### src/rtl/mem_arbiter_if.sv
// Purpose : bundles the fetch port, data port and memory bus of mem_arbiter.
// Latency : none here; this is wiring only.
// Backpr. : requesters hold req until ack; the memory holds off by delaying mem_ack.
// Ports   : slave = arbiter view (takes requests, drives the memory bus);
//           master = pipeline + memory view (drives requests, answers the bus).
interface mem_arbiter_if #(
  parameter int ADDR_W = 32,
  parameter int DATA_W = 32
);
  // fetch port
  logic              if_req;
  logic [ADDR_W-1:0] if_addr;
  logic [DATA_W-1:0] if_rdata;
  logic              if_ack;
  // data port
  logic              d_req;
  logic              d_we;
  logic [ADDR_W-1:0] d_addr;
  logic [DATA_W-1:0] d_wdata;
  logic [3:0]        d_sel;
  logic [DATA_W-1:0] d_rdata;
  logic              d_ack;
  // memory bus
  logic              mem_ce;
  logic              mem_we;
  logic [ADDR_W-1:0] mem_addr;
  logic [DATA_W-1:0] mem_wdata;
  logic [3:0]        mem_sel;
  logic [DATA_W-1:0] mem_rdata;
  logic              mem_ack;
  // pipeline control
  logic [5:0]        stall;
  logic              bus_err;

  modport slave (
    input  if_req, if_addr, d_req, d_we, d_addr, d_wdata, d_sel, mem_rdata, mem_ack,
    output if_rdata, if_ack, d_rdata, d_ack, mem_ce, mem_we, mem_addr, mem_wdata,
           mem_sel, stall, bus_err
  );

  modport master (
    output if_req, if_addr, d_req, d_we, d_addr, d_wdata, d_sel, mem_rdata, mem_ack,
    input  if_rdata, if_ack, d_rdata, d_ack, mem_ce, mem_we, mem_addr, mem_wdata,
           mem_sel, stall, bus_err
  );
endinterface

### src/rtl/mem_arbiter.sv
// Purpose : shares one single-port memory bus between the fetch and data ports.
// Latency : req -> mem_ce 1 cycle; mem_ack -> port ack/rdata 1 cycle; 3 cycles/access minimum.
// Backpr. : one access in flight; losing/waiting port is stalled via the stall vector.
// Ports   : clk, rst (sync, active-high); bus (mem_arbiter_if.slave) carrying
//           if_* fetch port, d_* data port, mem_* memory bus, stall and bus_err.
module mem_arbiter #(
  parameter int ADDR_W  = 32,
  parameter int DATA_W  = 32,
  parameter int TIMEOUT = 255,
  parameter int D_FIRST = 1
) (
  input  logic          clk,
  input  logic          rst,
  mem_arbiter_if.slave  bus
);

  typedef enum logic [1:0] {IDLE, IF_ACC, D_ACC, DONE} state_t;

  localparam logic [7:0] TO_CNT = 8'(TIMEOUT);

  state_t            state_q, state_d;
  logic [7:0]        cnt_q, cnt_d;
  logic              mem_ce_q, mem_ce_d;
  logic              mem_we_q, mem_we_d;
  logic [ADDR_W-1:0] mem_addr_q, mem_addr_d;
  logic [DATA_W-1:0] mem_wdata_q, mem_wdata_d;
  logic [3:0]        mem_sel_q, mem_sel_d;
  logic [DATA_W-1:0] if_rdata_q, if_rdata_d;
  logic [DATA_W-1:0] d_rdata_q, d_rdata_d;
  logic              if_ack_q, if_ack_d;
  logic              d_ack_q, d_ack_d;
  logic              bus_err_q, bus_err_d;
  logic              d_grant;
  logic [5:0]        stall;

  // Data port takes the bus if it asks and either has priority or fetch is idle.
  assign d_grant = bus.d_req && ((D_FIRST != 0) || !bus.if_req);

  always_comb begin
    state_d     = state_q;
    cnt_d       = cnt_q;
    mem_ce_d    = mem_ce_q;
    mem_we_d    = mem_we_q;
    mem_addr_d  = mem_addr_q;
    mem_wdata_d = mem_wdata_q;
    mem_sel_d   = mem_sel_q;
    if_rdata_d  = if_rdata_q;
    d_rdata_d   = d_rdata_q;
    if_ack_d    = 1'b0;
    d_ack_d     = 1'b0;
    bus_err_d   = 1'b0;
    case (state_q)
      IDLE: begin
        if (d_grant) begin
          state_d     = D_ACC;
          cnt_d       = 8'd1;
          mem_ce_d    = 1'b1;
          mem_we_d    = bus.d_we;
          mem_addr_d  = bus.d_addr;
          mem_wdata_d = bus.d_wdata;
          mem_sel_d   = bus.d_sel;
        end else if (bus.if_req) begin
          state_d     = IF_ACC;
          cnt_d       = 8'd1;
          mem_ce_d    = 1'b1;
          mem_we_d    = 1'b0;
          mem_addr_d  = bus.if_addr;
          mem_wdata_d = '0;
          mem_sel_d   = 4'hF;
        end
      end
      IF_ACC, D_ACC: begin
        // cnt_q is the number of the current cycle with mem_ce high, so the
        // abort fires after exactly TIMEOUT cycles of mem_ce.
        if (bus.mem_ack) begin
          state_d  = DONE;
          mem_ce_d = 1'b0;
          mem_we_d = 1'b0;
          if (state_q == IF_ACC) begin
            if_ack_d   = 1'b1;
            if_rdata_d = bus.mem_rdata;
          end else begin
            d_ack_d   = 1'b1;
            d_rdata_d = mem_we_q ? '0 : bus.mem_rdata;
          end
        end else if (cnt_q == TO_CNT) begin
          state_d   = DONE;
          mem_ce_d  = 1'b0;
          mem_we_d  = 1'b0;
          bus_err_d = 1'b1;
          if (state_q == IF_ACC) begin
            if_ack_d   = 1'b1;
            if_rdata_d = '0;
          end else begin
            d_ack_d   = 1'b1;
            d_rdata_d = '0;
          end
        end else begin
          cnt_d = cnt_q + 8'd1;
        end
      end
      DONE: begin
        state_d = IDLE;
        cnt_d   = 8'd0;
      end
      default: begin
        state_d = IDLE;
        cnt_d   = 8'd0;
      end
    endcase
  end

  always_ff @(posedge clk) begin
    if (rst) begin
      state_q     <= IDLE;
      cnt_q       <= 8'd0;
      mem_ce_q    <= 1'b0;
      mem_we_q    <= 1'b0;
      mem_addr_q  <= '0;
      mem_wdata_q <= '0;
      mem_sel_q   <= 4'h0;
      if_rdata_q  <= '0;
      d_rdata_q   <= '0;
      if_ack_q    <= 1'b0;
      d_ack_q     <= 1'b0;
      bus_err_q   <= 1'b0;
    end else begin
      state_q     <= state_d;
      cnt_q       <= cnt_d;
      mem_ce_q    <= mem_ce_d;
      mem_we_q    <= mem_we_d;
      mem_addr_q  <= mem_addr_d;
      mem_wdata_q <= mem_wdata_d;
      mem_sel_q   <= mem_sel_d;
      if_rdata_q  <= if_rdata_d;
      d_rdata_q   <= d_rdata_d;
      if_ack_q    <= if_ack_d;
      d_ack_q     <= d_ack_d;
      bus_err_q   <= bus_err_d;
    end
  end

  // Stall uses the registered acks so a port is released in its ack cycle;
  // a pending data access stalls further back than a fetch and wins.
  always_comb begin
    stall = 6'b000000;
    if (bus.d_req && !d_ack_q) begin
      stall = 6'b011111;
    end else if (bus.if_req && !if_ack_q) begin
      stall = 6'b000111;
    end
  end

  assign bus.mem_ce    = mem_ce_q;
  assign bus.mem_we    = mem_we_q;
  assign bus.mem_addr  = mem_addr_q;
  assign bus.mem_wdata = mem_wdata_q;
  assign bus.mem_sel   = mem_sel_q;
  assign bus.if_rdata  = if_rdata_q;
  assign bus.if_ack    = if_ack_q;
  assign bus.d_rdata   = d_rdata_q;
  assign bus.d_ack     = d_ack_q;
  assign bus.bus_err   = bus_err_q;
  assign bus.stall     = stall;

endmodule

### src/flat_wrapper.sv
// flat-port wrapper written by rule: the top's interface ports become plain ports
module mem_arbiter_flat 
#(
  parameter int ADDR_W  = 32,
  parameter int DATA_W  = 32,
  parameter int TIMEOUT = 255,
  parameter int D_FIRST = 1
)
  (clk, rst, bus_if_req, bus_if_addr, bus_d_req, bus_d_we, bus_d_addr, bus_d_wdata, bus_d_sel, bus_mem_rdata, bus_mem_ack, bus_if_rdata, bus_if_ack, bus_d_rdata, bus_d_ack, bus_mem_ce, bus_mem_we, bus_mem_addr, bus_mem_wdata, bus_mem_sel, bus_stall, bus_bus_err);
  mem_arbiter_if #(.ADDR_W(ADDR_W), .DATA_W(DATA_W)) bus_i ();
  input  logic clk;
  input  logic rst;
  input wire logic [$bits(bus_i.if_req)-1:0] bus_if_req;
  input wire logic [$bits(bus_i.if_addr)-1:0] bus_if_addr;
  input wire logic [$bits(bus_i.d_req)-1:0] bus_d_req;
  input wire logic [$bits(bus_i.d_we)-1:0] bus_d_we;
  input wire logic [$bits(bus_i.d_addr)-1:0] bus_d_addr;
  input wire logic [$bits(bus_i.d_wdata)-1:0] bus_d_wdata;
  input wire logic [$bits(bus_i.d_sel)-1:0] bus_d_sel;
  input wire logic [$bits(bus_i.mem_rdata)-1:0] bus_mem_rdata;
  input wire logic [$bits(bus_i.mem_ack)-1:0] bus_mem_ack;
  output wire logic [$bits(bus_i.if_rdata)-1:0] bus_if_rdata;
  output wire logic [$bits(bus_i.if_ack)-1:0] bus_if_ack;
  output wire logic [$bits(bus_i.d_rdata)-1:0] bus_d_rdata;
  output wire logic [$bits(bus_i.d_ack)-1:0] bus_d_ack;
  output wire logic [$bits(bus_i.mem_ce)-1:0] bus_mem_ce;
  output wire logic [$bits(bus_i.mem_we)-1:0] bus_mem_we;
  output wire logic [$bits(bus_i.mem_addr)-1:0] bus_mem_addr;
  output wire logic [$bits(bus_i.mem_wdata)-1:0] bus_mem_wdata;
  output wire logic [$bits(bus_i.mem_sel)-1:0] bus_mem_sel;
  output wire logic [$bits(bus_i.stall)-1:0] bus_stall;
  output wire logic [$bits(bus_i.bus_err)-1:0] bus_bus_err;
  assign bus_i.if_req = bus_if_req;
  assign bus_i.if_addr = bus_if_addr;
  assign bus_i.d_req = bus_d_req;
  assign bus_i.d_we = bus_d_we;
  assign bus_i.d_addr = bus_d_addr;
  assign bus_i.d_wdata = bus_d_wdata;
  assign bus_i.d_sel = bus_d_sel;
  assign bus_i.mem_rdata = bus_mem_rdata;
  assign bus_i.mem_ack = bus_mem_ack;
  assign bus_if_rdata = bus_i.if_rdata;
  assign bus_if_ack = bus_i.if_ack;
  assign bus_d_rdata = bus_i.d_rdata;
  assign bus_d_ack = bus_i.d_ack;
  assign bus_mem_ce = bus_i.mem_ce;
  assign bus_mem_we = bus_i.mem_we;
  assign bus_mem_addr = bus_i.mem_addr;
  assign bus_mem_wdata = bus_i.mem_wdata;
  assign bus_mem_sel = bus_i.mem_sel;
  assign bus_stall = bus_i.stall;
  assign bus_bus_err = bus_i.bus_err;
  mem_arbiter #(.ADDR_W(ADDR_W), .DATA_W(DATA_W), .TIMEOUT(TIMEOUT), .D_FIRST(D_FIRST)) u_core (.clk(clk), .rst(rst), .bus(bus_i));
endmodule
### config.mk
export PLATFORM = sky130hd
export DESIGN_NAME = mem_arbiter_flat
export DESIGN_NICKNAME = d
export VERILOG_FILES = /design/src/rtl/mem_arbiter_if.sv /design/src/rtl/mem_arbiter.sv /design/src/flat_wrapper.sv
export SDC_FILE = /design/constraint.sdc
export NUM_CORES = 1
export LEC_CHECK = 0
export CORE_MARGIN = 4
export CORE_UTILIZATION = 36
export DETAILED_ROUTE_END_ITERATION = 8
export PLACE_DENSITY = 0.8
export RECOVER_POWER = 50
export SYNTH_ARGS = -nofsm -noshare
export SYNTH_HDL_FRONTEND = slang
export SYNTH_SLANG_ARGS = --single-unit
### constraint.sdc
create_clock -name clk -period 2.4 [get_ports clk]
set_clock_uncertainty 0.2 [all_clocks]
set_input_delay 0.24 -clock clk [delete_from_list [all_inputs] [get_ports clk]]
set_output_delay 0.24 -clock clk [all_outputs]
set_load 0.02 [all_outputs]
==> impl_metrics.env <==
export IMPL_synth_cells=508
export IMPL_synth_seq_cells=147
export IMPL_peakVddDrop_uv=600
export IMPL_yosysTopAreaCellShare_pct=54.4
export IMPL_min_from="rst"
export IMPL_die_h_um=131
export IMPL_antenna_found_initial=0
export IMPL_status="completed"
export IMPL_dr_pass1_iters=4
export IMPL_numCtsBuffers=17
export IMPL_synth_seq_area_share_pct=54.4
export IMPL_final_period_utilization_pct=93.1
export IMPL_synth_edf_count=0
export IMPL_yosys_area_top_type="dfxtp_1"
export IMPL_first_global_vias=5210
export IMPL_routedWlPerCell_um=17.4
export IMPL_start_util_pct=37.0
export IMPL_start_kind="flop"
export IMPL_fin_ws_ns=0.165
export IMPL_powerDensity_mw_per_mm2=1070
export IMPL_rsz0062_at_grt="false"
export IMPL_required_ns=2.53
export IMPL_hold_path_class="in -> reg"
export IMPL_dieArea_mm2=0.0171
export IMPL_yosys_top_cells_area="dfxtp_1, a22o_1, mux2i_1"
export IMPL_worst_path_max_fanout=9
export IMPL_rows=44
export IMPL_cts_tree="done"
export IMPL_slowest_delay_ns=0.49
export IMPL_vias=5146
export IMPL_synthFlopType="dfxtp_1"
export IMPL_yosys_warnings=0
export IMPL_arrival_ns=2.37
export IMPL_crit_path_end_kind="flop"
export IMPL_cp_slowest_cell="or4_1"
export IMPL_die_x_um=131
export IMPL_clk_latency_ns=0.41
export IMPL_worst_pin_slew_ns=0.672
export IMPL_crit_start="u_core.state_q[0]"
export IMPL_wl_mm=16.9
export IMPL_cts_sinks=147
export IMPL_drt_iter0_drc=231
export IMPL_clk_path_buf_depth=2
export IMPL_io_buffers=279
export IMPL_syn_avg_cell_area_um2=10.7
export IMPL_fin_util_pct=61.2
export IMPL_max_cap_viol_count=0
export IMPL_gp_congestion=0.854
export IMPL_grtUsageTotal_pct=19.2
export IMPL_relSlewSlack_pct=55.2
export IMPL_grt_max_degree=69
export IMPL_synth_cell_type_count=44
export IMPL_drive_gt1_share_pct=7.73
export IMPL_syn_area_mm2=0.00541
export IMPL_syn2layout_area_growth_pct=65.5
export IMPL_setup_violations=0
export IMPL_postCtsHoldBufs=0
export IMPL_p_total_mw=9.58
export IMPL_period_needed_ns=2.23
export IMPL_dp_slack_ns=0.142
export IMPL_reg2reg_from="u_core.state_q[0]"
export IMPL_drc=0
export IMPL_drtAntennaViolNets=0
export IMPL_root_buffer="clkbuf_16"
export IMPL_hpwlAfterDp_mm=12.4
export IMPL_yosysMostFrequentCell="dfxtp_1"
export IMPL_fin_nets=919
export IMPL_htreeDepth=4
export IMPL_crit_family="simple AND/OR/NAND/NOR gates"
export IMPL_path_clk_slew_ns=0.06
export IMPL_grt_pass1_wl_mm=26.3
export IMPL_core_area_mm2=0.0146
export IMPL_finalMaxSlewViolations=0
export IMPL_async_flop_share_pct=0
export IMPL_viasPerCell=5.29
export IMPL_synth_fp_nets=651
export IMPL_setup_tns_ns=0
export IMPL_grt_ovfl_total=0
export IMPL_path_cells="inv_1 > ha_1 > nor3b_4 > nand2_1 > or4_1 > o211ai_1"
export IMPL_n_fill_cell=1152
export IMPL_hold_viol_final=0
export IMPL_p_leak_nw=3.88
export IMPL_critPathKind="reg -> reg"
export IMPL_synth_commonest_cells="dfxtp_1, nor2_1, a22o_1"
export IMPL_crit_buf_inv=1
export IMPL_pin_count=281
export IMPL_fmaxAchievable_mhz=447
export IMPL_diodes=0
## per-layer routing
layer  vias to the layer above  global-route usage, %  share of wire [%]
met5                         -                      0                  0
met4                         0                   5.87                1.8
met3                        23                   7.36                 10
met2                       286                   32.6                 48
met1                      2397                   22.5                 40
li1                       2440                      -                  -
## worst reg2reg max path, cell delays in order, from the launching register on
cell,delay (ns)
dfxtp_1,0.36
inv_1,0.09
ha_1,0.43
nor3b_4,0.31
nand2_1,0.18
or4_1,0.49
o211ai_1,0.10
## metrics by stage
stage | instance area, µm² | instances | hold slack, ns
after floorplan | 5410 | 508 | 0.173
after global placement | 8330 | 939 | 0.255
after detailed placement | 8330 | 939 | 0.255
after CTS | 8940 | 971 | 0.0346
after global routing | 8960 | 973 | 0.0563
final | 8960 | 973 | 0.0507
## where the power goes
part | switching, mW | internal, mW
sequential | 0.286 | 3.00
combinational | 2.01 | 1.57
clock | 1.13 | 1.59
## cells by family (layout without fill, tap and decap cells)
family	after synthesis	in the layout	share of synthesized area (%)
AO/OA/AOI/OAI	157	157	23.6
flip-flops	147	147	54.4
AND/OR/NAND/NOR	113	113	9.89
buffers and inverters	51	332	4.60
multiplexers	34	34	6.29
adder cells (fa/ha/maj)	5	5	1.16
other	1	1	0.0693
## sequential cells by signal (all words and copies together) (netlist names)
register	cells
u_core.bus.d_rdata	32
u_core.bus.if_rdata	32
u_core.bus.mem_addr	32
u_core.bus.mem_wdata	32
u_core.cnt_q	8
u_core.bus.mem_sel	4
u_core.state_q	2
u_core.bus.bus_err	1
u_core.bus.d_ack	1
u_core.bus.if_ack	1
u_core.bus.mem_ce	1
u_core.bus.mem_we	1
## timing repair
action | 4_1_cts | 5_1_grt
resized for setup | 0 | 1
buffers inserted | 0 | 2
endpoints found under the setup margin | 0 | 2
## cells in the final DEF, fill, tap and decap left out, types with 2 or more instances in the layout
master | Yosys | routed
nor4_1 | 4 | 4
or4_1 | 3 | 3
nor2b_1 | 3 | 3
buf_4 | 7 | 10
nor3_2 | 1 | 2
clkdlybuf4s50_1 | 0 | 142
a211oi_1 | 34 | 34
clkbuf_16 | 0 | 17
nor2_1 | 69 | 68
a22o_1 | 64 | 64
a21oi_1 | 3 | 3
nand2_1 | 9 | 9
a31oi_2 | 2 | 2
inv_6 | 0 | 6
a21o_1 | 2 | 2
a22oi_1 | 32 | 32
inv_1 | 7 | 7
nand3_1 | 5 | 5
nor3b_4 | 1 | 2
dlygate4sd3_1 | 0 | 135
o31ai_1 | 3 | 3
o31a_1 | 2 | 2
o221a_2 | 4 | 4
buf_12 | 0 | 2
o21ai_0 | 2 | 2
bufinv_16 | 0 | 2
dfxtp_1 | 147 | 147
a211o_1 | 3 | 3
and3_1 | 5 | 5
buf_2 | 7 | 2
ha_1 | 5 | 5
mux2i_1 | 34 | 34
nand3b_1 | 2 | 2
nor3_1 | 5 | 4
inv_8 | 0 | 4
## cell type report
type | instances | area (µm²) | area share (%)
Multi-Input combinational cell | 310 | 2240 | 25.0
Inverter | 8 | 30.0 | 0.335
Sequential cell | 147 | 2940 | 32.9
Clock inverter | 15 | 186 | 2.08
Timing Repair Buffer | 292 | 2900 | 32.4
Clock buffer | 17 | 425 | 4.75
Tap cell | 184 | 230 | 2.57
## path summary, 6_finish.rpt
path	to	slack, ns	cells after the start
setup / recovery	u_core.cnt_q[5]	0.17	6
hold / removal	u_core.bus.bus_err	0.05	4
setup reg to reg	u_core.cnt_q[5]	0.17	6
hold reg to reg	u_core.bus.if_rdata[1]	0.27	1
Power figures use the tool's default switching activity.
